### src/rtl/imm_gen_stage.sv
// imm_gen_stage: registered immediate-generation stage between fetch and
// decode/execute. Decodes and sign-extends the RV I/S/B/U/J immediates to
// XLEN bits. The instruction travels with its immediate through a valid/ready
// stage that has a 2-entry skid buffer (output register + skid register).
// Optional feature: define IMM_GEN_ZIMM_EN to make ImmSel 3'b101 the CSR zimm
// format (zero-extended Instr[19:15]); without it 3'b101 is flagged illegal.
module imm_gen_stage #(
    parameter int unsigned     XLEN      = 32,
    parameter logic [XLEN-1:0] RESET_IMM = '0
) (
    input  logic            clk,
    input  logic            rst_n,
    input  logic            Flush,
    input  logic            InValid,
    output logic            InReady,
    input  logic [31:0]     Instr,
    input  logic [2:0]      ImmSel,
    output logic            OutValid,
    input  logic            OutReady,
    output logic [31:0]     OutInstr,
    output logic [XLEN-1:0] ExtImm,
    output logic            ImmErr
);

    typedef enum logic [1:0] {
        EMPTY = 2'b00,
        ONE   = 2'b01,
        FULL  = 2'b10
    } state_t;

    state_t          state_q, state_d;
    logic [31:0]     out_instr_q, out_instr_d;
    logic [XLEN-1:0] out_imm_q, out_imm_d;
    logic            out_err_q, out_err_d;
    logic [31:0]     skid_instr_q, skid_instr_d;
    logic [XLEN-1:0] skid_imm_q, skid_imm_d;
    logic            skid_err_q, skid_err_d;

    logic [31:0]     imm32;
    logic [XLEN-1:0] imm_new;
    logic            imm_err_new;
    logic            in_fire;
    logic            out_fire;

    // Handshake decode; InReady comes straight from the state register so
    // there is no combinational path from OutReady to InReady.
    assign InReady  = (state_q != FULL);
    assign OutValid = (state_q != EMPTY);
    assign in_fire  = InValid & InReady;
    assign out_fire = OutValid & OutReady;

    // While empty the outputs show their idle values rather than stale data.
    assign OutInstr = OutValid ? out_instr_q : 32'h0;
    assign ExtImm   = OutValid ? out_imm_q : RESET_IMM;
    assign ImmErr   = OutValid & out_err_q;

    // Immediate decode of the incoming instruction. Every format places the
    // instruction sign bit at bit 31, so widening to XLEN just replicates it;
    // illegal selects and zimm leave bit 31 clear and thus extend with zeros.
    always_comb begin
        imm32       = 32'h0;
        imm_err_new = 1'b0;
        case (ImmSel)
            3'b000: imm32 = {{20{Instr[31]}}, Instr[31:20]};
            3'b001: imm32 = {{20{Instr[31]}}, Instr[31:25], Instr[11:7]};
            3'b010: imm32 = {{20{Instr[31]}}, Instr[7], Instr[30:25], Instr[11:8], 1'b0};
            3'b011: imm32 = {Instr[31:12], 12'h000};
            3'b100: imm32 = {{12{Instr[31]}}, Instr[19:12], Instr[20], Instr[30:21], 1'b0};
`ifdef IMM_GEN_ZIMM_EN
            3'b101: imm32 = {27'h0, Instr[19:15]};
`else
            3'b101: imm_err_new = 1'b1;
`endif
            default: imm_err_new = 1'b1;
        endcase
        imm_new       = {XLEN{imm32[31]}};
        imm_new[31:0] = imm32;
    end

    // Next-state and datapath load control for the output/skid registers.
    always_comb begin
        state_d      = state_q;
        out_instr_d  = out_instr_q;
        out_imm_d    = out_imm_q;
        out_err_d    = out_err_q;
        skid_instr_d = skid_instr_q;
        skid_imm_d   = skid_imm_q;
        skid_err_d   = skid_err_q;
        if (Flush) begin
            // Drop everything held and any input offered this cycle.
            state_d = EMPTY;
        end else begin
            case (state_q)
                EMPTY: begin
                    if (in_fire) begin
                        state_d     = ONE;
                        out_instr_d = Instr;
                        out_imm_d   = imm_new;
                        out_err_d   = imm_err_new;
                    end
                end
                ONE: begin
                    if (in_fire && out_fire) begin
                        out_instr_d = Instr;
                        out_imm_d   = imm_new;
                        out_err_d   = imm_err_new;
                    end else if (in_fire) begin
                        state_d      = FULL;
                        skid_instr_d = Instr;
                        skid_imm_d   = imm_new;
                        skid_err_d   = imm_err_new;
                    end else if (out_fire) begin
                        state_d = EMPTY;
                    end
                end
                FULL: begin
                    if (out_fire) begin
                        state_d     = ONE;
                        out_instr_d = skid_instr_q;
                        out_imm_d   = skid_imm_q;
                        out_err_d   = skid_err_q;
                    end
                end
                default: state_d = EMPTY;
            endcase
        end
    end

    // State and entry registers; reset empties both slots at once.
    always_ff @(posedge clk or negedge rst_n) begin
        if (!rst_n) begin
            state_q      <= EMPTY;
            out_instr_q  <= 32'h0;
            out_imm_q    <= RESET_IMM;
            out_err_q    <= 1'b0;
            skid_instr_q <= 32'h0;
            skid_imm_q   <= RESET_IMM;
            skid_err_q   <= 1'b0;
        end else begin
            state_q      <= state_d;
            out_instr_q  <= out_instr_d;
            out_imm_q    <= out_imm_d;
            out_err_q    <= out_err_d;
            skid_instr_q <= skid_instr_d;
            skid_imm_q   <= skid_imm_d;
            skid_err_q   <= skid_err_d;
        end
    end

endmodule

### config.mk
export PLATFORM = sky130hd
export DESIGN_NAME = imm_gen_stage
export DESIGN_NICKNAME = d
export VERILOG_FILES = /design/src/rtl/imm_gen_stage.sv
export SDC_FILE = /design/constraint.sdc
export NUM_CORES = 1
export LEC_CHECK = 0
export CAP_MARGIN = 20
export CORE_UTILIZATION = 50
export CTS_CLUSTER_DIAMETER = 80
export DETAILED_ROUTE_END_ITERATION = 8
export DONT_BUFFER_PORTS = 1
export RECOVER_POWER = 50
export SKIP_LAST_GASP = 1
export SLEW_MARGIN = 5
export SYNTH_ARGS = -nofsm -noshare
export SYNTH_HDL_FRONTEND = slang
export SYNTH_SLANG_ARGS = --single-unit
### constraint.sdc
create_clock -name clk -period 1.75 [get_ports clk]
set_clock_uncertainty 0.1 [all_clocks]
set_input_delay 0.0875 -clock clk [delete_from_list [all_inputs] [get_ports clk]]
set_output_delay 0.0875 -clock clk [all_outputs]
set_load 0.05 [all_outputs]
==> metrics.md <==
| Metric | Value |
|---|---|
| Critical Path RT | 1560 ps |
| Largest net degree at the start of global routing | 133 |
| Failing checks | negative hold slack, negative setup slack |
| GRT Residual Overflow | 0 |
| Initial antenna violation count | 1 |
| Post-synthesis simple-gate area fraction | 26.55% |
| Vias in the first global route | 5663 |
| Crit-path max FO | 26 |
| Seq pwr share | 41.2% |
| Switching power total | 3.049 mW |
| Synth Area in Compound Gates | 17.21% |
| RSZ-0062 raised after global routing | true |
| Worst EP arrival | 1660 ps |
| Clock power share | 31.3% |
| Crit. Startpoint | state_q[0] |
| Slowest CP cell | dfrtp_1 |
| Bufs and invs on worst path | 2 |
| GRT Total Usage | 28.60% |
| Drt drc | 0 |
| Tightest Hold Check Type | in2async |
| Nets@finish | 895 |
| Slew Limit Fails | 0 |
| Fin. Hold Viols | 132 |
| Cell Pwr Density | 1081 nW/um^2 |
| Period minus WS final | 1843 ps |
| Row Count | 41 |
| FFs w/ async S/R, synth | 100.0% |
| DRT iter0 DRCs | 581 |
| Final setup vio count | 65 |
| IO buf count | 0 |
| CP startpoint kind | flip-flop |
| CP dominant cell by count | buf_12 |
| Die area | 13290 um^2 |
| Number of CTS-inserted buffers | 17 |
| Max-slew headroom | 56.28% |
| Detailed Place HPWL | 11.21 mm |
| Number of H-tree levels | 4 |
| Top-count cell post-synth | nand2_1 |
| DP Area | 7966 um^2 |
| Num Clock Sinks | 132 |
| Post-synthesis xor/xnor area fraction | 0% |
| Largest family of logic cells by synthesized area | simple AND/OR/NAND/NOR gates |
| Seq/Total Area, Yosys | 51.46% |
| VDD IR-drop max | 0.8431 mV |
| Max incr delay on CP | 400 ps |
| Setup CP Type | reg2out |
| Ys flop type | dfrtp_1 |
| Clock latency at the later pin of the worst-skew pair | 420 ps |
| Layout area overhead | 42.77% |
| Synth cell count leaders | 229 x nand2_1, 132 x dfrtp_1, 67 x a31oi_1 |
| Initial Util | 51.07% |
| Synth Area in Adders | 0.1559% |
| CTS clock-pin slew for the worst setup and hold paths | 50 ps |
| Mux cell area share after synthesis | 0.3119% |
| Critical Path, Cell by Cell | or2_4 -> buf_12 -> and2_1 -> buf_12 |
| Syn Nets | 796 |
| Fmax | 542.6 MHz |
| Max-cap violations | 0 |
| Final instance area | 9164 um^2 |
| Routed Antenna Nets | 0 |
| Via Count | 5971 |
| Top cells by area, synth | dfrtp_1 51%, nand2_1 13%, a31oi_1 6.5% |
| Synth unique cells | 36 |
| Largest delay contributor family on the critical path | simple AND/OR/NAND/NOR gates |
| Setup crit end kind | primary output |
| Final WS setup | -93.00 ps |
| CTS tree | built |
| RR Startpoint | state_q[1] |
| Comb power frac | 27.5% |
| CTS max path bufs | 2 |
| Yosys warning total | 0 |
| Synthesized area | 6419 um^2 |
| Post-synth top area share | 51.46% |
| Average cell area after synthesis | 8.490 um^2 |
| Leakage | 4.114 nW |
| Cells after synthesis | 756 |
| Layout fillers | 922 |
| DR vias/cell | 5.736 |
| Routed WL | 18.71 mm |
| Die Y | 115.3 um |
| Outcome | complete, but fails checks |
| Least-Margin Pin Slew | 653.6 ps |
| Hold buffers post-CTS | 38 |
| 1st-pass router iterations | 6 |
| Root Buffer | clkbuf_16 |
| Die width | 115.3 um |
| Top cell type by total area after synthesis | dfrtp_1 |
| Ratio of cells with drive above 1 in the final layout | 18.69% |
| Final Hold Slack | -737.3 ps |
| Switch share | 30.78% |
| Routed length per instance | 17.98 um |
| Number of flops mapped to enable cells by yosys | 0 |
| First-pass GRT wire length | 28.93 mm |
| Int Pwr | 6.855 mW |
| Register bit count reported by yosys | 132 |
| Placer congestion estimate | 0.8288 |
| Io pins | 107 |
| Final Cycle Share | 105.3% |
| Core footprint | 12570 um^2 |
## registers in the layout, summed over array words and instances, names as in the netlist
| name | cells |
|---|---|
| skid_err_q | 1 |
| out_imm_q | 32 |
| out_err_q | 1 |
| state_q | 2 |
| skid_imm_q | 32 |
| out_instr_q | 32 |
| skid_instr_q | 32 |
## per-stage QoR
stage                     cells  TNS, ps  util [%]  setup slack, ps  power [mW]
final                      1041    -4662     72.91           -93.00       9.904
after global routing       1041    -7843     72.91           -135.4       10.36
after CTS                  1031    -5408     70.99           -87.54       9.792
after detailed placement    960        0     63.38            29.90       6.573
after global placement      960        0     63.38            96.40       6.478
after floorplan             756        0         -            81.67       5.528
## worst register-to-register path, stage by stage (launching register included)
cell and delay, ps:
dfrtp_2 420, buf_6 140, mux2i_1 120, buf_4 150
o21ai_4 140, buf_6 160, clkbuf_16 190, nor2_1 60
a31oi_1 150
## cells in the final DEF, fill, tap and decap left out, types with 2 or more instances in the layout
cell type / synthesis / routed
mux2i_1: 2 / 2
or2_2: 3 / 2
diode_2: 0 / 2
nor2b_1: 8 / 7
a31oi_1: 67 / 67
a22o_1: 11 / 11
o221a_2: 5 / 5
o21a_2: 0 / 2
dfrtp_1: 132 / 131
nor2_1: 57 / 57
buf_12: 0 / 75
buf_4: 4 / 15
buf_6: 0 / 4
and2_4: 0 / 15
and3_1: 9 / 8
clkbuf_8: 0 / 2
o21ai_1: 10 / 10
clkbuf_1: 25 / 6
o21ai_0: 44 / 44
dlygate4sd3_1: 0 / 38
and2_1: 66 / 51
clkbuf_16: 0 / 23
nand3_1: 3 / 2
nand2_1: 229 / 229
a21oi_1: 19 / 19
a2bb2oi_1: 12 / 12
clkinv_2: 0 / 6
## per-layer routing
| layer | GRT usage [%] | vias up | part of all wire, % |
|---|---|---|---|
| met2 | 46.31 | 271 | 49 |
| met4 | 11.43 | 0 | 2.5 |
| met1 | 37.28 | 2914 | 41 |
| met3 | 6.484 | 37 | 7.1 |
| li1 | - | 2749 | - |
| met5 | 0 | - | 0 |
## layout make-up
type | count | area (um^2) | area share [%]
Multi-Input combinational cell | 563 | 2930 | 31.98
Sequential cell | 132 | 3304 | 36.06
Clock inverter | 6 | 30.03 | 0.3277
Clock buffer | 25 | 475.5 | 5.188
Inverter | 3 | 13.76 | 0.1502
Timing Repair Buffer | 138 | 2190 | 23.89
Tap cell | 172 | 215.2 | 2.348
Antenna cell | 2 | 5.005 | 0.05461
## power by group through the flow
stage / sequential (mW) / combinational (mW) / clock [mW]
3_5_place_dp: 4.11 / 2.47 / 0
4_1_cts: 4.07 / 2.62 / 3.11
6_report: 4.08 / 2.72 / 3.10
3_3_place_gp: 4.08 / 2.40 / 0
2_1_floorplan: 3.99 / 1.54 / 0
5_1_grt: 4.15 / 2.94 / 3.27
## worst paths after layout
check	endpoint	slack, ps	cells after the start
hold reg to reg	skid_instr_q[5]	370	2
hold / removal	out_imm_q[9]	-740	0
max in group asynchronous	skid_imm_q[1]	2020	0
setup / recovery	ExtImm[17]	-90	4
setup reg to reg	out_instr_q[22]	30	8
min in group clk	skid_imm_q[11]	10	3
## cells by family after synthesis
group           Yosys count
buf+inv                  61
compound gates          176
flops                   132
mux                       2
fa+ha+maj                 1
simple gates            384
## what timing repair did
action,in CTS,in global routing
hold endpoints to repair,263,132
setup endpoints to repair,66,121
resized for setup,16,21
pin swaps,0,1
gates cloned,0,6
setup buffers,2,2
Note: power is estimated with default switching activity, not from simulation.
